## src/rtl/cache_refill_ctrl_if.sv

```systemverilog
// rtl/cache_refill_ctrl_if.sv - core, cache-array and memory signal bundle for cache_refill_ctrl
// Optional PERF_CNT_EN adds the hit/miss counter outputs to the bundle.
interface cache_refill_ctrl_if #(
    parameter int ADDR_W         = 16,
    parameter int DATA_W         = 32,
    parameter int LINES          = 64,
    parameter int WORDS_PER_LINE = 4
);
    localparam int INDEX_W  = $clog2(LINES);
    localparam int OFFSET_W = $clog2(WORDS_PER_LINE * DATA_W / 8);
    localparam int WORD_W   = $clog2(WORDS_PER_LINE);
    localparam int TAG_W    = ADDR_W - INDEX_W - OFFSET_W;

    logic              req_valid_i;
    logic [ADDR_W-1:0] req_addr_i;
    logic              req_ready_o;
    logic              rsp_valid_o;
    logic              rsp_hit_o;
    logic [DATA_W-1:0] rsp_data_o;

    logic [ADDR_W-1:0] lookup_addr_o;
    logic              cache_hit_i;
    logic [DATA_W-1:0] cache_data_i;

    logic               fill_we_o;
    logic [INDEX_W-1:0] fill_index_o;
    logic [WORD_W-1:0]  fill_word_o;
    logic [TAG_W-1:0]   fill_tag_o;
    logic [DATA_W-1:0]  fill_data_o;
    logic               fill_last_o;

    logic              mem_req_valid_o;
    logic [ADDR_W-1:0] mem_req_addr_o;
    logic              mem_req_ready_i;
    logic              mem_rsp_valid_i;
    logic [DATA_W-1:0] mem_rsp_data_i;

`ifdef PERF_CNT_EN
    logic [15:0] hit_cnt_o;
    logic [15:0] miss_cnt_o;
`endif

    modport master (
        input  req_valid_i, req_addr_i, cache_hit_i, cache_data_i,
               mem_req_ready_i, mem_rsp_valid_i, mem_rsp_data_i,
        output req_ready_o, rsp_valid_o, rsp_hit_o, rsp_data_o, lookup_addr_o,
               fill_we_o, fill_index_o, fill_word_o, fill_tag_o, fill_data_o, fill_last_o,
`ifdef PERF_CNT_EN
               hit_cnt_o, miss_cnt_o,
`endif
               mem_req_valid_o, mem_req_addr_o
    );

    modport slave (
        output req_valid_i, req_addr_i, cache_hit_i, cache_data_i,
               mem_req_ready_i, mem_rsp_valid_i, mem_rsp_data_i,
        input  req_ready_o, rsp_valid_o, rsp_hit_o, rsp_data_o, lookup_addr_o,
               fill_we_o, fill_index_o, fill_word_o, fill_tag_o, fill_data_o, fill_last_o,
`ifdef PERF_CNT_EN
               hit_cnt_o, miss_cnt_o,
`endif
               mem_req_valid_o, mem_req_addr_o
    );
endinterface

```

## src/rtl/cache_refill_ctrl.sv

```systemverilog
// rtl/cache_refill_ctrl.sv - direct-mapped cache lookup and line-refill sequencer
// Optional PERF_CNT_EN adds saturating hit/miss counters.
module cache_refill_ctrl #(
    parameter int ADDR_W         = 16,
    parameter int DATA_W         = 32,
    parameter int LINES          = 64,
    parameter int WORDS_PER_LINE = 4
) (
    input logic                 clk_i,
    input logic                 rst_i,
    cache_refill_ctrl_if.master bus
);
    localparam int INDEX_W  = $clog2(LINES);
    localparam int OFFSET_W = $clog2(WORDS_PER_LINE * DATA_W / 8);
    localparam int WORD_W   = $clog2(WORDS_PER_LINE);
    localparam int BYTE_W   = OFFSET_W - WORD_W;
    localparam logic [WORD_W-1:0] LAST_BEAT = WORD_W'(WORDS_PER_LINE - 1);

    typedef enum logic [2:0] {IDLE, LOOKUP, MEM_REQ, MEM_RSP, RESPOND} state_t;

    state_t            state_q, state_d;
    logic [ADDR_W-1:0] lookup_addr_q, lookup_addr_d;
    logic [WORD_W-1:0] beat_q, beat_d;
    logic [DATA_W-1:0] capt_q, capt_d;
    logic              rsp_valid_q, rsp_valid_d;
    logic              rsp_hit_q, rsp_hit_d;
    logic [DATA_W-1:0] rsp_data_q, rsp_data_d;
    logic              fill_we_q, fill_we_d;
    logic              fill_last_q, fill_last_d;
    logic [WORD_W-1:0] fill_word_q, fill_word_d;
    logic [DATA_W-1:0] fill_data_q, fill_data_d;
    logic [WORD_W-1:0] req_word;

    assign req_word = lookup_addr_q[OFFSET_W-1:BYTE_W];

    always_ff @(posedge clk_i) begin
        if (rst_i) begin
            state_q       <= IDLE;
            lookup_addr_q <= '0;
            beat_q        <= '0;
            capt_q        <= '0;
            rsp_valid_q   <= 1'b0;
            rsp_hit_q     <= 1'b0;
            rsp_data_q    <= '0;
            fill_we_q     <= 1'b0;
            fill_last_q   <= 1'b0;
            fill_word_q   <= '0;
            fill_data_q   <= '0;
        end else begin
            state_q       <= state_d;
            lookup_addr_q <= lookup_addr_d;
            beat_q        <= beat_d;
            capt_q        <= capt_d;
            rsp_valid_q   <= rsp_valid_d;
            rsp_hit_q     <= rsp_hit_d;
            rsp_data_q    <= rsp_data_d;
            fill_we_q     <= fill_we_d;
            fill_last_q   <= fill_last_d;
            fill_word_q   <= fill_word_d;
            fill_data_q   <= fill_data_d;
        end
    end

    // Outputs that must appear one cycle after their cause are computed here and registered above.
    always_comb begin
        state_d       = state_q;
        lookup_addr_d = lookup_addr_q;
        beat_d        = beat_q;
        capt_d        = capt_q;
        rsp_valid_d   = 1'b0;
        rsp_hit_d     = rsp_hit_q;
        rsp_data_d    = rsp_data_q;
        fill_we_d     = 1'b0;
        fill_last_d   = 1'b0;
        fill_word_d   = fill_word_q;
        fill_data_d   = fill_data_q;
        case (state_q)
            IDLE: begin
                if (bus.req_valid_i) begin
                    lookup_addr_d = bus.req_addr_i;
                    state_d       = LOOKUP;
                end
            end
            LOOKUP: begin
                if (bus.cache_hit_i) begin
                    rsp_valid_d = 1'b1;
                    rsp_hit_d   = 1'b1;
                    rsp_data_d  = bus.cache_data_i;
                    state_d     = IDLE;
                end else begin
                    beat_d  = '0;
                    state_d = MEM_REQ;
                end
            end
            MEM_REQ: begin
                if (bus.mem_req_ready_i) begin
                    state_d = MEM_RSP;
                end
            end
            MEM_RSP: begin
                if (bus.mem_rsp_valid_i) begin
                    fill_we_d   = 1'b1;
                    fill_word_d = beat_q;
                    fill_data_d = bus.mem_rsp_data_i;
                    beat_d      = beat_q + WORD_W'(1);
                    if (beat_q == req_word) begin
                        capt_d = bus.mem_rsp_data_i;
                    end
                    if (beat_q == LAST_BEAT) begin
                        fill_last_d = 1'b1;
                        state_d     = RESPOND;
                    end
                end
            end
            RESPOND: begin
                rsp_valid_d = 1'b1;
                rsp_hit_d   = 1'b0;
                rsp_data_d  = capt_q;
                state_d     = IDLE;
            end
            default: state_d = IDLE;
        endcase
    end

    assign bus.req_ready_o     = (state_q == IDLE);
    assign bus.rsp_valid_o     = rsp_valid_q;
    assign bus.rsp_hit_o       = rsp_hit_q;
    assign bus.rsp_data_o      = rsp_data_q;
    assign bus.lookup_addr_o   = lookup_addr_q;
    assign bus.mem_req_valid_o = (state_q == MEM_REQ);
    assign bus.mem_req_addr_o  = {lookup_addr_q[ADDR_W-1:OFFSET_W], {OFFSET_W{1'b0}}};
    assign bus.fill_we_o       = fill_we_q;
    assign bus.fill_last_o     = fill_last_q;
    assign bus.fill_word_o     = fill_word_q;
    assign bus.fill_data_o     = fill_data_q;
    assign bus.fill_index_o    = lookup_addr_q[INDEX_W+OFFSET_W-1:OFFSET_W];
    assign bus.fill_tag_o      = lookup_addr_q[ADDR_W-1:INDEX_W+OFFSET_W];

`ifdef PERF_CNT_EN
    logic [15:0] hit_cnt_q, miss_cnt_q;

    always_ff @(posedge clk_i) begin
        if (rst_i) begin
            hit_cnt_q  <= '0;
            miss_cnt_q <= '0;
        end else if (state_q == LOOKUP) begin
            if (bus.cache_hit_i) begin
                if (hit_cnt_q != 16'hFFFF) hit_cnt_q <= hit_cnt_q + 16'd1;
            end else begin
                if (miss_cnt_q != 16'hFFFF) miss_cnt_q <= miss_cnt_q + 16'd1;
            end
        end
    end

    assign bus.hit_cnt_o  = hit_cnt_q;
    assign bus.miss_cnt_o = miss_cnt_q;
`endif
endmodule

```

## src/flat_wrapper.sv

```systemverilog
// flat-port wrapper written by rule: the top's interface ports become plain ports
module cache_refill_ctrl_flat 
#(
    parameter int ADDR_W         = 16,
    parameter int DATA_W         = 32,
    parameter int LINES          = 64,
    parameter int WORDS_PER_LINE = 4
)
  (clk_i, rst_i, bus_req_valid_i, bus_req_addr_i, bus_cache_hit_i, bus_cache_data_i, bus_mem_req_ready_i, bus_mem_rsp_valid_i, bus_mem_rsp_data_i, bus_req_ready_o, bus_rsp_valid_o, bus_rsp_hit_o, bus_rsp_data_o, bus_lookup_addr_o, bus_fill_we_o, bus_fill_index_o, bus_fill_word_o, bus_fill_tag_o, bus_fill_data_o, bus_fill_last_o, bus_mem_req_valid_o, bus_mem_req_addr_o);
  cache_refill_ctrl_if #(.ADDR_W(ADDR_W), .DATA_W(DATA_W), .LINES(LINES), .WORDS_PER_LINE(WORDS_PER_LINE)) bus_i ();
  input logic clk_i;
  input logic rst_i;
  input wire logic [$bits(bus_i.req_valid_i)-1:0] bus_req_valid_i;
  input wire logic [$bits(bus_i.req_addr_i)-1:0] bus_req_addr_i;
  input wire logic [$bits(bus_i.cache_hit_i)-1:0] bus_cache_hit_i;
  input wire logic [$bits(bus_i.cache_data_i)-1:0] bus_cache_data_i;
  input wire logic [$bits(bus_i.mem_req_ready_i)-1:0] bus_mem_req_ready_i;
  input wire logic [$bits(bus_i.mem_rsp_valid_i)-1:0] bus_mem_rsp_valid_i;
  input wire logic [$bits(bus_i.mem_rsp_data_i)-1:0] bus_mem_rsp_data_i;
  output wire logic [$bits(bus_i.req_ready_o)-1:0] bus_req_ready_o;
  output wire logic [$bits(bus_i.rsp_valid_o)-1:0] bus_rsp_valid_o;
  output wire logic [$bits(bus_i.rsp_hit_o)-1:0] bus_rsp_hit_o;
  output wire logic [$bits(bus_i.rsp_data_o)-1:0] bus_rsp_data_o;
  output wire logic [$bits(bus_i.lookup_addr_o)-1:0] bus_lookup_addr_o;
  output wire logic [$bits(bus_i.fill_we_o)-1:0] bus_fill_we_o;
  output wire logic [$bits(bus_i.fill_index_o)-1:0] bus_fill_index_o;
  output wire logic [$bits(bus_i.fill_word_o)-1:0] bus_fill_word_o;
  output wire logic [$bits(bus_i.fill_tag_o)-1:0] bus_fill_tag_o;
  output wire logic [$bits(bus_i.fill_data_o)-1:0] bus_fill_data_o;
  output wire logic [$bits(bus_i.fill_last_o)-1:0] bus_fill_last_o;
  output wire logic [$bits(bus_i.mem_req_valid_o)-1:0] bus_mem_req_valid_o;
  output wire logic [$bits(bus_i.mem_req_addr_o)-1:0] bus_mem_req_addr_o;
  assign bus_i.req_valid_i = bus_req_valid_i;
  assign bus_i.req_addr_i = bus_req_addr_i;
  assign bus_i.cache_hit_i = bus_cache_hit_i;
  assign bus_i.cache_data_i = bus_cache_data_i;
  assign bus_i.mem_req_ready_i = bus_mem_req_ready_i;
  assign bus_i.mem_rsp_valid_i = bus_mem_rsp_valid_i;
  assign bus_i.mem_rsp_data_i = bus_mem_rsp_data_i;
  assign bus_req_ready_o = bus_i.req_ready_o;
  assign bus_rsp_valid_o = bus_i.rsp_valid_o;
  assign bus_rsp_hit_o = bus_i.rsp_hit_o;
  assign bus_rsp_data_o = bus_i.rsp_data_o;
  assign bus_lookup_addr_o = bus_i.lookup_addr_o;
  assign bus_fill_we_o = bus_i.fill_we_o;
  assign bus_fill_index_o = bus_i.fill_index_o;
  assign bus_fill_word_o = bus_i.fill_word_o;
  assign bus_fill_tag_o = bus_i.fill_tag_o;
  assign bus_fill_data_o = bus_i.fill_data_o;
  assign bus_fill_last_o = bus_i.fill_last_o;
  assign bus_mem_req_valid_o = bus_i.mem_req_valid_o;
  assign bus_mem_req_addr_o = bus_i.mem_req_addr_o;
  cache_refill_ctrl #(.ADDR_W(ADDR_W), .DATA_W(DATA_W), .LINES(LINES), .WORDS_PER_LINE(WORDS_PER_LINE)) u_core (.clk_i(clk_i), .rst_i(rst_i), .bus(bus_i));
endmodule
```

## config.mk

```make
export PLATFORM = sky130hd
export DESIGN_NAME = cache_refill_ctrl_flat
export DESIGN_NICKNAME = d
export VERILOG_FILES = /design/src/rtl/cache_refill_ctrl_if.sv /design/src/rtl/cache_refill_ctrl.sv /design/src/flat_wrapper.sv
export SDC_FILE = /design/constraint.sdc
export NUM_CORES = 1
export LEC_CHECK = 0
export ABC_AREA = 0
export CAP_MARGIN = 20
export CELL_PAD_IN_SITES_DETAIL_PLACEMENT = 1
export CELL_PAD_IN_SITES_GLOBAL_PLACEMENT = 1
export CORE_MARGIN = 3
export CORE_UTILIZATION = 32
export DETAILED_ROUTE_END_ITERATION = 10
export PLACE_DENSITY = 0.94
export SKIP_LAST_GASP = 1
export SLEW_MARGIN = 15
export SYNTH_ARGS = -nofsm -noshare
export SYNTH_HDL_FRONTEND = slang
export SYNTH_SLANG_ARGS = --single-unit
```

## constraint.sdc

```tcl
create_clock -name clk_i -period 2.3 [get_ports clk_i]
set_clock_uncertainty 0.05 [all_clocks]
set_input_delay 0.46 -clock clk_i [delete_from_list [all_inputs] [get_ports clk_i]]
set_output_delay 0.46 -clock clk_i [all_outputs]
set_load 0.05 [all_outputs]
```

# Yosys cells after proc, flatten, opt, wreduce, memory -nomap -nowiden

Index checks and enable logic that the tools add are counted.
Widths: inputs -> output; s select.

Register bits after elaboration: 123
Bits of input ports: 86
Output and inout bits: 116
Word-level logic and storage cells: 54

Add/sub/neg operators: 1
Equal/unequal tests: 12
Muxes and demuxes: 17
Bitwise operators: 2
Reductions and logical operators: 11

Operators with widths:

| kind                | number |
|---|---|
| $pmux 32 s2         | 1 |
| $mux 32             | 1 |
| $mux 3              | 4 |
| $pmux 3 s4          | 1 |
| $ne 2x2->1 const B  | 5 |
| $eq 3x2->1 const B  | 2 |
| $mux 2              | 3 |
| $reduce_and 2->1    | 3 |
| $reduce_and 3->1    | 2 |
| $mux 1              | 4 |
| $pmux 1 s2          | 2 |
| $pmux 2 s2          | 1 |
| $reduce_and 4->1    | 1 |
| $reduce_bool 2->1   | 2 |
| $eq 3x1->1 const B  | 1 |
| $eq 3x3->1 const B  | 1 |
| $logic_not 3->1     | 1 |
| $reduce_or 3->1     | 1 |
| $add 2x1->2 const B | 1 |
| $eq 2x2->1          | 1 |
| $eq 2x2->1 const B  | 1 |
| $ne 2x1->1 const B  | 1 |
| $not 1->1           | 2 |
| $reduce_or 2->1     | 1 |

# Longest topological paths before layout

Depth in word-level cells: 4
Gate-level depth with buffers: 8
Depth with buffers taken out: 4

# Worst setup path after synthesis

No wires, ideal clock.

Kind: flip-flop to output port
Start point: register u_core.state_q[1]
End point: output port bus_req_ready_o
Arrival time: 1.877 ns
Required time: 1.790 ns
Path slack: -0.087 ns
Stages on the path, launching flop included: 5
Buffers on the path: 3
Path through: dfxtp_1 -> buf_4 -> clkbuf_1 -> clkbuf_1 -> nor3_1

Word-level cells in the longest chain between the ends: 1

RTL lines:

| element                | RTL line                 | source |
|---|---|---|
| start, declared        | cache_refill_ctrl.sv:21  | `state_t state_q, state_d;` |
| start signal, assigned | cache_refill_ctrl.sv:50  | `state_q <= state_d;` |
| $logic_not 3->1        | cache_refill_ctrl.sv:125 | `assign bus.req_ready_o = (state_q == IDLE);` |
| end, declared          | flat_wrapper.sv:20       | `output wire logic [$bits(bus_i.req_ready_o)-1:0] bus_req_ready_o;` |

No other way between the ends.

# Final worst setup path

Start point: register u_core.lookup_addr_q[14] (netlist: u_core.bus.lookup_addr_o[14])
End point: output port bus_lookup_addr_o[14]

RTL lines:

| element                | RTL line                | source |
|---|---|---|
| start, declared        | cache_refill_ctrl.sv:22 | `logic [ADDR_W-1:0] lookup_addr_q, lookup_addr_d;` |
| start signal, assigned | cache_refill_ctrl.sv:51 | `lookup_addr_q <= lookup_addr_d;` |
| end, declared          | flat_wrapper.sv:24      | `output wire logic [$bits(bus_i.lookup_addr_o)-1:0] bus_lookup_addr_o;` |

No word-level cell between the ends.

==> results.json <==
{
  "status": "completed",
  "routed_wl_microns": 17500,
  "synth_seq_cells": 123,
  "critPathLaunchType": "flop",
  "mostFrequentLayoutCells": "194 x sky130_fd_sc_hd__clkdlybuf4s50_1, 168 x sky130_fd_sc_hd__nand2_1, 121 x sky130_fd_sc_hd__dfxtp_1",
  "postCtsSetupBuffers": 0,
  "post_synth.cell_area_avg_sq_um": 7.94,
  "die_footprint_sq_um": 16900,
  "timing.critical_path.slowest_cell_delay_ps": 850,
  "met2_wirelength_microns": 9050,
  "routed_via_density": 4.98,
  "final-max-slew-violation-count": 0,
  "detail_route.wirelength.met1_microns": 6900,
  "irDropWorstVdd_mv": 0.550,
  "post_route_cells_drive_above_1_share_pct": 8.04,
  "design.final.nets": 871,
  "cts.hold.buffers_added": 0,
  "cts-htree-levels": 4,
  "cts_repair_resize_count": 0,
  "setup_repair_after_global_routing_missed_its_margin": "false",
  "tritoncts": "yes",
  "number_of_i_o_port_buffers": 197,
  "floorplan.core_area_sq_um": 14800,
  "peak_fanout_along_the_critical_path": 4,
  "cp.required_ps": 1790,
  "skew_pair_late_insertion_delay_ps": 410,
  "post-dp-hpwl_microns": 12400,
  "cap_violations": 0,
  "cts_sinks": 123,
  "clk_pin_slew_worst_paths_ps": 50,
  "first_pass_grt_wire_length_microns": 27300,
  "grt_usage_pct": 20.9,
  "fill_cells": 1720,
  "master_cell_of_the_clock_root_buffer": "sky130_fd_sc_hd__clkbuf_16",
  "hold_violations_final": 0,
  "mostFrequentLayoutCell": "sky130_fd_sc_hd__clkdlybuf4s50_1",
  "power_leakage_nw": 2.68,
  "tns_ps": 0,
  "i_o_pins": 202,
  "grt-ovfl-total": 0,
  "post-route-period-util_pct": 93.6,
  "fp.dieW_microns": 130,
  "num_vias": 4876,
  "dr.first_iter.drc_count": 149,
  "yosysUniqueCellTypes": 31,
  "synth_largest_type_area_fraction_pct": 50.2,
  "rows": 44,
  "arrival_ps": 1640,
  "path_delay_family": "buffers and inverters",
  "met3WireLength_microns": 1090,
  "power_per_cell_area_nw_per_um2": 777,
  "setup.worst_path.end_class": "output pin",
  "fp.dieH_microns": 130,
  "synth.yosys.warnings": 0,
  "post_synth_instance_area_sq_um": 4910,
  "maxUsedRoutingLayer": "met4",
  "seq_area_frac_synth_pct": 50.2,
  "worst_pin_slew_ps": 692,
  "timing.hold.worst_path_depth": 2,
  "place_congestion": 0.762,
  "cp_cell_sequence": "clkdlybuf4s50_1",
  "synth_top_area_cell": "sky130_fd_sc_hd__dfxtp_1",
  "max-slew-margin-rel_pct": 53.9,
  "fmax_mhz": 464,
  "hold_class": "reg -> reg",
  "detailedRoute.firstPassIterationCount": 4,
  "critPathKind": "reg -> out",
  "timing.final.setup_violations": 0,
  "initial_utilization_pct": 33.3,
  "drtAntennaViolNets": 0,
  "critical_path_top_delay_cell": "sky130_fd_sc_hd__clkdlybuf4s50_1",
  "wl_per_cell_microns": 17.8,
  "remaining_drc_errors": 0,
  "worst-path-stages": 1,
  "period_minus_slack_ps": 2150,
  "clock_tree.buffer_depth": 2,
  "cts_inserted_buffers": 17,
  "area_added_between_synthesis_and_finish_pct": 53.5,
  "grt_pass1_vias": 5206,
  "grt_antenna_before_repair": 0,
  "grt_start_max_net_pins": 60,
  "num_antenna_cells": 0,
  "fin_hold_ws_ps": 404,
  "synth.top_cells.by_area": "sky130_fd_sc_hd__dfxtp_1 50%, sky130_fd_sc_hd__nand2_1 13%, sky130_fd_sc_hd__a21oi_1 8.9%",
  "postSynthCellCount": 618,
  "timing.critical_path.buf_inv": 1,
  "r2r_cells": 6
}
==> where the power goes <==
group / switching, mW / leakage [nW] / internal, mW / total, mW
combinational: 0.575 / 1.39 / 0.365 / 0.940
clock: 0.927 / 0.293 / 1.74 / 2.67
sequential: 0.0459 / 0.998 / 2.20 / 2.24
total: 1.55 / 2.68 / 4.30 / 5.85
==> stage by stage <==
step	utilization [%]	instance area (sq um)	setup WS [ps]	total power, mW	std cells
6_report	51.1	7530	146	5.85	980
5_1_grt	51.1	7530	88.4	6.07	980
4_1_cts	51.1	7530	105	5.94	980
3_5_place_dp	47.1	6950	213	3.23	949
3_3_place_gp	47.1	6950	288	3.21	949
2_1_floorplan	-	4930	340	2.84	621
==> cells in the mapped netlist, drive strengths merged <==
cell type  number
o21ai           2
dfxtp         123
nand2         168
and4b           1
a211oi          1
xnor2           2
nor3           36
nor3b           1
and3            1
nand2b          3
conb            1
a22oi           1
clkbuf         30
o21bai          1
o22ai           3
nor2           67
buf            48
nand3b          2
nand3           3
nor2b           2
ha              1
o32a           29
nor4b           2
a31oi           1
or3             1
nand4           1
a21oi          87
==> area by class of cell <==
| cell class | instances | area (sq um) | area share (%) |
|---|---|---|---|
| Tap cell | 184 | 230 | 3.06 |
| Sequential cell | 123 | 2460 | 32.7 |
| Clock buffer | 22 | 464 | 6.16 |
| Multi-Input combinational cell | 420 | 2040 | 27.1 |
| Timing Repair Buffer | 222 | 2210 | 29.4 |
| Clock inverter | 9 | 120 | 1.59 |
==> cell families (layout without fill, tap and decap cells) <==
family | Yosys count | after routing | synth area share (%)
buf+inv | 78 | 253 | 9.08
simple gates | 288 | 288 | 24.1
compound gates | 125 | 125 | 16.0
xor+xnor | 2 | 2 | 0.357
flops | 123 | 123 | 50.2
other cells | 1 | 4 | 0.0764
fa+ha+maj | 1 | 1 | 0.255
==> sequential cells by signal (all words and copies together) (netlist names) <==
name and flops:
u_core.bus.rsp_data_o 32, u_core.bus.fill_data_o 32, u_core.capt_q 32, u_core.bus.fill_word_o 2, u_core.bus.rsp_valid_o 1, u_core.bus.fill_last_o 1, u_core.bus.fill_we_o 1, u_core.bus.rsp_hit_o 1
u_core.state_q 3, u_core.bus.lookup_addr_o 16, u_core.beat_q 2
==> path summary, 6_finish.rpt <==
check                           slack, ps                         end                    startpoint
worst max register to register        560   u_core.bus.rsp_data_o[24]             u_core.state_q[2]
worst min register to register        400  u_core.bus.fill_data_o[17]    u_core.bus.fill_data_o[17]
worst max-delay path                  150       bus_lookup_addr_o[14]  u_core.bus.lookup_addr_o[14]
worst min-delay path                  400  u_core.bus.fill_data_o[17]    u_core.bus.fill_data_o[17]
==> per-layer routing <==
| metal | vias to the layer above | track usage (%) |
|---|---|---|
| met5 | - | 0 |
| met3 | 29 | 6.43 |
| met4 | 0 | 8.74 |
| met1 | 2330 | 23.3 |
| li1 | 2371 | - |
| met2 | 146 | 36.9 |
(Power assumes the default switching activity.)
